[config.mk]
export PLATFORM = sky130hd
export DESIGN_NAME = fifo_wptr_ctrl
export DESIGN_NICKNAME = d
export VERILOG_FILES = /design/src/rtl/async_fifo_pkg.sv /design/src/rtl/sync_2ff.sv /design/src/rtl/fifo_wptr_ctrl.sv
export SDC_FILE = /design/constraint.sdc
export NUM_CORES = 1
export LEC_CHECK = 0
export CORE_ASPECT_RATIO = 0.9
export CORE_MARGIN = 3
export CORE_UTILIZATION = 40
export DETAILED_ROUTE_END_ITERATION = 16
export GPL_ROUTABILITY_DRIVEN = 1
export GPL_TIMING_DRIVEN = 0
export PLACE_DENSITY = 0.64
export SLEW_MARGIN = 20
export SYNTH_ARGS = -nofsm -noshare
export SYNTH_HDL_FRONTEND = slang
export SYNTH_SLANG_ARGS = --single-unit
[constraint.sdc]
create_clock -name CLK_i -period 2 [get_ports CLK_i]
set_input_delay 0.6 -clock CLK_i [delete_from_list [all_inputs] [get_ports CLK_i]]
set_output_delay 0.6 -clock CLK_i [all_outputs]
set_load 0.01 [all_outputs]
[src/rtl/async_fifo_pkg.sv]
// Shared definitions for the asynchronous FIFO pointer controllers.
// Holds the default address width, the pointer width and the Gray conversion helpers.
package async_fifo_pkg;

   localparam int ADDR_W_DEFAULT = 4;
   localparam int PTR_W_DEFAULT  = ADDR_W_DEFAULT + 1;

   // The conversions work on a wide container. Callers zero-extend into it
   // and truncate the result, so one function serves every pointer width.
   localparam int FN_W = 32;
   typedef logic [FN_W-1:0] ptr_fn_t;

   function automatic ptr_fn_t bin2gray(input ptr_fn_t b);
      return b ^ (b >> 1);
   endfunction

   // Prefix XOR from the MSB down. Zero upper bits leave the low bits unchanged.
   function automatic ptr_fn_t gray2bin(input ptr_fn_t g);
      ptr_fn_t b;
      b[FN_W-1] = g[FN_W-1];
      for (int i = FN_W - 2; i >= 0; i--) begin
         b[i] = b[i+1] ^ g[i];
      end
      return b;
   endfunction

endpackage

[src/rtl/sync_2ff.sv]
// Parameterized-width two-flop synchronizer with asynchronous active-high reset.
// The read-side pointer controller reuses this module.
module sync_2ff #(
   parameter int WIDTH = 1
) (
   input  logic             CLK_i,
   input  logic             RST_i,
   input  logic [WIDTH-1:0] D_i,
   output logic [WIDTH-1:0] Q_o
);

   logic [WIDTH-1:0] rq1_q;
   logic [WIDTH-1:0] rq2_q;

   always_ff @(posedge CLK_i or posedge RST_i) begin
      if (RST_i) begin
         rq1_q <= '0;
         rq2_q <= '0;
      end else begin
         rq1_q <= D_i;
         rq2_q <= rq1_q;
      end
   end

   assign Q_o = rq2_q;

endmodule

[src/rtl/fifo_wptr_ctrl.sv]
// Write-side pointer controller for the asynchronous FIFO: binary/Gray write pointer,
// read-pointer synchronizer and a registered full flag. Optional almost-full: WPTR_ALMOST_FULL_EN.
module fifo_wptr_ctrl
   import async_fifo_pkg::*;
#(
   parameter int ADDR_W = ADDR_W_DEFAULT
`ifdef WPTR_ALMOST_FULL_EN
   ,
   parameter int AF_MARGIN = 2
`endif
) (
   input  logic              CLK_i,
   input  logic              RST_i,
   input  logic              WINC_i,
   input  logic [ADDR_W:0]   RGRAY_i,
   output logic              WEN_o,
   output logic [ADDR_W-1:0] WADDR_o,
   output logic [ADDR_W:0]   WGRAY_o,
   output logic              WFULL_o
`ifdef WPTR_ALMOST_FULL_EN
   ,
   output logic              AFULL_o
`endif
);

   localparam int PW = ADDR_W + 1;

   logic [PW-1:0] wbin_q;
   logic [PW-1:0] wbin_d;
   logic [PW-1:0] wgray_q;
   logic [PW-1:0] wgray_d;
   logic [PW-1:0] rq2;
   logic [PW-1:0] full_cmp;
   logic          wfull_q;
   logic          wfull_d;

   // RGRAY_i is asynchronous; only the synchronized copy is ever used.
   sync_2ff #(
      .WIDTH (PW)
   ) u_rsync (
      .CLK_i (CLK_i),
      .RST_i (RST_i),
      .D_i   (RGRAY_i),
      .Q_o   (rq2)
   );

   // Write handshake: WINC_i is a request, WEN_o the same-cycle acceptance;
   // a request is accepted unless full, and a refused request is simply dropped.
   assign WEN_o = WINC_i & ~wfull_q;

   always_comb begin
      wbin_d   = wbin_q + {{ADDR_W{1'b0}}, WEN_o};
      wgray_d  = PW'(bin2gray(ptr_fn_t'(wbin_d)));
      full_cmp = {~rq2[PW-1:PW-2], rq2[PW-3:0]};
      wfull_d  = (wgray_d == full_cmp);
   end

   always_ff @(posedge CLK_i or posedge RST_i) begin
      if (RST_i) begin
         wbin_q  <= '0;
         wgray_q <= '0;
         wfull_q <= 1'b0;
      end else begin
         wbin_q  <= wbin_d;
         wgray_q <= wgray_d;
         wfull_q <= wfull_d;
      end
   end

   assign WADDR_o = wbin_q[ADDR_W-1:0];
   assign WGRAY_o = wgray_q;
   assign WFULL_o = wfull_q;

`ifdef WPTR_ALMOST_FULL_EN
   localparam logic [PW-1:0] AF_THRESH = PW'((1 << ADDR_W) - AF_MARGIN);

   logic [PW-1:0] rbin;
   logic [PW-1:0] level;
   logic          afull_q;
   logic          afull_d;

   // Level uses the post-write pointer so almost-full lines up with full.
   always_comb begin
      rbin    = PW'(gray2bin(ptr_fn_t'(rq2)));
      level   = wbin_d - rbin;
      afull_d = (level >= AF_THRESH);
   end

   always_ff @(posedge CLK_i or posedge RST_i) begin
      if (RST_i) begin
         afull_q <= 1'b0;
      end else begin
         afull_q <= afull_d;
      end
   end

   assign AFULL_o = afull_q;
`endif

endmodule

Word level (Yosys, flattened, before mapping)
Cells that the tools add are included.
W data, S select, Z words.

cells by class
  magnitude comparators = 0
  add/subtract/negate cells = 1
  equal/unequal tests = 1
  bitwise gates (word level) = 4
  multiply operators = 0
  shift operators = 0
  multiplexer cells = 0
  reductions and logical operators = 0
  div/mod/pow operators = 0

operator list
  operator       number
  $add A5 B1 Y5  1
  $eq A5 B5 Y1   1
  $xor A5 B4 Y5  1
  $not A2 Y2     1
  $and A1 B1 Y1  1
  $not A1 Y1     1

word-level totals
  memories kept = 0
  bits in latches = 0
  register bits = 21
  memory bits (read-only) = 0
  memory bits (writable) = 0

Logic depth before layout (Yosys ltp)
  word-level depth = 5
  mapped depth = 7
  gate-level depth less buffers = 7

Cells and area by module
A second synthesis with hierarchy kept.

unflattened totals
  cells, all modules = 49
  area, all modules = 739.5 sq um

by module, submodules not included
  module          cells each  area each (sq um)  instances
  fifo_wptr_ctrl  38          485.5              1
  sync_2ff        11          254.0              1

Worst setup path after synthesis
OpenSTA, ideal clock, no wires.

  kind = input-to-reg
  start point = in WINC_i
  end point = reg wfull_q (netlist: WFULL_o)
  path buffers = 0
  setup slack = -0.219 ns
  data required time = 1.899 ns
  stages on the path = 7
  data arrival time = 2.118 ns
  cells stage by stage = nor2b_1 ha_1 ha_1 xor2_1 xnor2_1 mux2i_1 nor4_1

on the way
  word-level cells in the longest chain between the ends = 4

RTL lines
  what                    RTL line              text
  start: declaration      fifo_wptr_ctrl.sv:14  input logic WINC_i,
  $and A1 B1 Y1           fifo_wptr_ctrl.sv:49  assign WEN_o = WINC_i & ~wfull_q;
  $add A5 B1 Y5           fifo_wptr_ctrl.sv:52  wbin_d = wbin_q + {{ADDR_W{1'b0}}, WEN_o};
  net wbin_d[2]           fifo_wptr_ctrl.sv:29  logic [PW-1:0] wbin_d;
  $xor A5 B4 Y5           async_fifo_pkg.sv:14  return b ^ (b >> 1);
  $eq A5 B5 Y1            fifo_wptr_ctrl.sv:55  wfull_d = (wgray_d == full_cmp);
  net wfull_d             fifo_wptr_ctrl.sv:35  logic wfull_d;
  end signal: assignment  fifo_wptr_ctrl.sv:66  wfull_q <= wfull_d;
  end: declaration        fifo_wptr_ctrl.sv:34  logic wfull_q;

The timed path passes the listed nets, and every way through them passes these cells.

Worst setup path after layout
  start point = reg wbin_q[3]
  end point = out WADDR_o[3]

RTL lines
  what                      RTL line              text
  start: declaration        fifo_wptr_ctrl.sv:28  logic [PW-1:0] wbin_q;
  start signal: assignment  fifo_wptr_ctrl.sv:64  wbin_q <= wbin_d;
  end: declaration          fifo_wptr_ctrl.sv:17  output logic [ADDR_W-1:0] WADDR_o,

No word-level cell between the ends.

==> flow_metrics.tcl <==
set metrics [dict create \
    power_density_mw_per_mm2 1730 \
    vias 450 \
    placed_area_sq_um 971 \
    ctsHoldBuffers 0 \
    r2r-end "WFULL_o" \
    cpMaxStageDelayCell "clkdlybuf4s50_1" \
    fp.dieW_um 51.2 \
    syn-cell-area_sq_um 736 \
    fmax_mhz 515 \
    synth_top_family_by_area "XOR/XNOR gates" \
    drcViolationCount 0 \
    muxShareOfSynthArea_pct 1.36 \
    relSlewSlack_pct 51.7 \
    endpoint_kind "output pin" \
    cp-endpoint "WADDR_o[3]" \
    nNetsFinal 87 \
    clock_skew_ns 0.00559 \
    crit_path_start_kind "flop" \
    detail_route.wl_per_cell_um 11.8 \
    synthArstFlopShare_pct 100 \
    die_height_um 46.7 \
    ir_worst_vdd_v 0.000832 \
    grt_max_degree 21 \
    yosysMostFrequentCell "dfrtp_1" \
    drt-total-wl_um 1180 \
    ff_latch_area_sq_um 504 \
    core_area_sq_mm 0.00170 \
    tightestPinTransition_ns 0.723 \
    hold_violations 0 \
    worstSetupStartpoint "wbin_q[3]" \
    vias_per_cell 4.50 \
    antenna_cells 0 \
    rsz0062_at_grt "false" \
    syn_inst 48 \
    drt_first_pass_iters 2 \
    yosys.area.top_type "dfrtp_1" \
    r2r-start "WFULL_o" \
    ys_warn_count 0 \
    crit_cells 1 \
    synth-compound-area-share_pct 3.40 \
    hold_ws_ns 0.361 \
    min_period_over_period_pct 97.1 \
    area_growth_pct 51.5 \
    crit_family "buffers and inverters" \
    synthDistinctLibCells 17 \
    crit_type "reg -> out" \
    synth_top_cell_area_share_pct 68.0 \
    hp-class "reg -> reg" \
    synthSimpleGateAreaFrac_pct 5.61 \
    synth_area_leaders "dfrtp_1, xnor2_1, xor2_1, ha_1, xnor2_2" \
    cts_max_level 1 \
    synth-xor-area-share_pct 17.7 \
    cts_buffers 3 \
    drtAntennaViolNets 0 \
    fillCellCount 132 \
    syn_area_per_cell_sq_um 15.3 \
    setup_viol 0 \
    port_buffers 18 \
    synth-seq-cells 20 \
    die_area_sq_mm 0.00239 \
    clockBufferDepth 2 \
    path_buf_inv 1 \
    syn_nets 58 \
    synth_fa_ha_area_share_pct 3.40 \
    drive_gt1_share_pct 31.6 \
    dpl.hpwl_um 820 \
    cts_tree "yes" \
    place.gp.congestion 0.661 \
    leakage_nw 0.479 \
    multi_input_area_sq_um 315 \
    crit_chain "clkdlybuf4s50_1" \
    overflow 0 \
    yosys_most_used_dff "dfrtp_1" \
    grt_antenna_before_repair 0 \
    critPathMaxFanout 6 \
    track_usage_pct 11.3 \
    yosysSeqAreaShare_pct 68.0 \
    cap_violations 0 \
    clk_transition_reported_paths_ns 0.11 \
    io_pins 19 \
    r2r_cells 7 \
    synth_edf_count 0 \
    drt_iter0_drc 8 \
    cp_data_arrival_time_ns 1.34 \
    grt_pass1_wl_um 1870 \
    grt_pass1_vias 444 \
    start_util_pct 43.3 \
    stdcell_area_sq_mm 0.00111 \
    clk_latency_ns 0.29 \
    drv_slew 0 \
    row_count 14 \
    reg2reg_slack_ns 0.29 \
    cp_data_required_time_ns 1.40 \
    cts_root_buffer "clkbuf_4" \
    fin_crit_ns 1.94 \
    synth_commonest_cells "dfrtp_1, xnor2_1, xor2_1" \
    status "finished, final reports clean" \
    clock-sinks 20 \
    slowest_delay_ns 0.56 \
]
[layout make-up]
| cell class | count | area share [%] |
|---|---|---|
| sequential | 20 | 45.2 |
| timing repair buffer | 24 | 20.2 |
| inverter | 1 | 0.337 |
| multi-input combinational | 27 | 28.3 |
| tap | 24 | 2.69 |
| clock buffer | 4 | 3.25 |
[registers in the layout (all words and copies together), names as in the netlist]
name           count
u_rsync.rq1_q      5
wbin_q             5
u_rsync.Q_o        5
WGRAY_o            4
WFULL_o            1
[power breakdown]
part	internal, mW	switching [mW]	total, mW
clock	0.111	0.120	0.231
sequential	0.529	0.101	0.631
combinational	0.655	0.409	1.06
total	1.30	0.631	1.93
[cells by family after synthesis]
logic type | count (synthesis)
flip-flops | 20
XOR/XNOR | 14
AND/OR/NAND/NOR | 7
AO/OA/AOI/OAI | 3
adder cells (fa/ha/maj) | 2
buffers and inverters | 1
multiplexers | 1
[worst min-delay path by stage]
stage | from | to | slack (ns) | depth (start not counted)
after floorplan | u_rsync.rq1_q[0] | u_rsync.Q_o[0] | 0.33 | 0
after global placement | u_rsync.rq1_q[1] | u_rsync.Q_o[1] | 0.33 | 0
after detailed placement | u_rsync.rq1_q[2] | u_rsync.Q_o[2] | 0.34 | 0
after CTS | u_rsync.rq1_q[4] | u_rsync.Q_o[4] | 0.36 | 0
after global routing | u_rsync.rq1_q[4] | u_rsync.Q_o[4] | 0.37 | 0
final | u_rsync.rq1_q[0] | u_rsync.Q_o[0] | 0.36 | 0
[layout by cell type, fill, tap and decap left out, types with 2 or more instances in the layout]
cell type,n
xnor2_1,5
clkdlybuf4s50_1,16
xor2_1,5
xnor2_2,2
dfrtp_1,17
clkbuf_4,3
buf_4,6
dfrtp_2,3
ha_4,2
[what timing repair did]
action / 4_1_cts / 5_1_grt
resized for setup: 14 / 1
pin swaps: 5 / 0
setup buffers: 5 / 1
endpoints found under the setup margin: 3 / 2
[through the flow]
step / setup WS [ns] / utilization [%] / TNS [ns] / std cells / total power [mW]
after CTS: 0.0274 / 65.1 / 0 / 99 / 1.93
after global placement: -0.490 / 57.1 / -1.38 / 90 / 1.41
after global routing: 0.000243 / 65.6 / 0 / 100 / 2.06
after floorplan: 0.0193 / - / 0 / 48 / 1.12
after detailed placement: -0.530 / 57.1 / -1.52 / 90 / 1.43
final: 0.0587 / 65.6 / 0 / 100 / 1.93
[per-layer routing]
metal | routed length [um] | GRT usage [%]
met4 | 10 | 8.06
met1 | 469 | 12.1
met5 | 0 | 0
met3 | 85 | 3.24
met2 | 611 | 19.5
(Power assumes the default switching activity.)
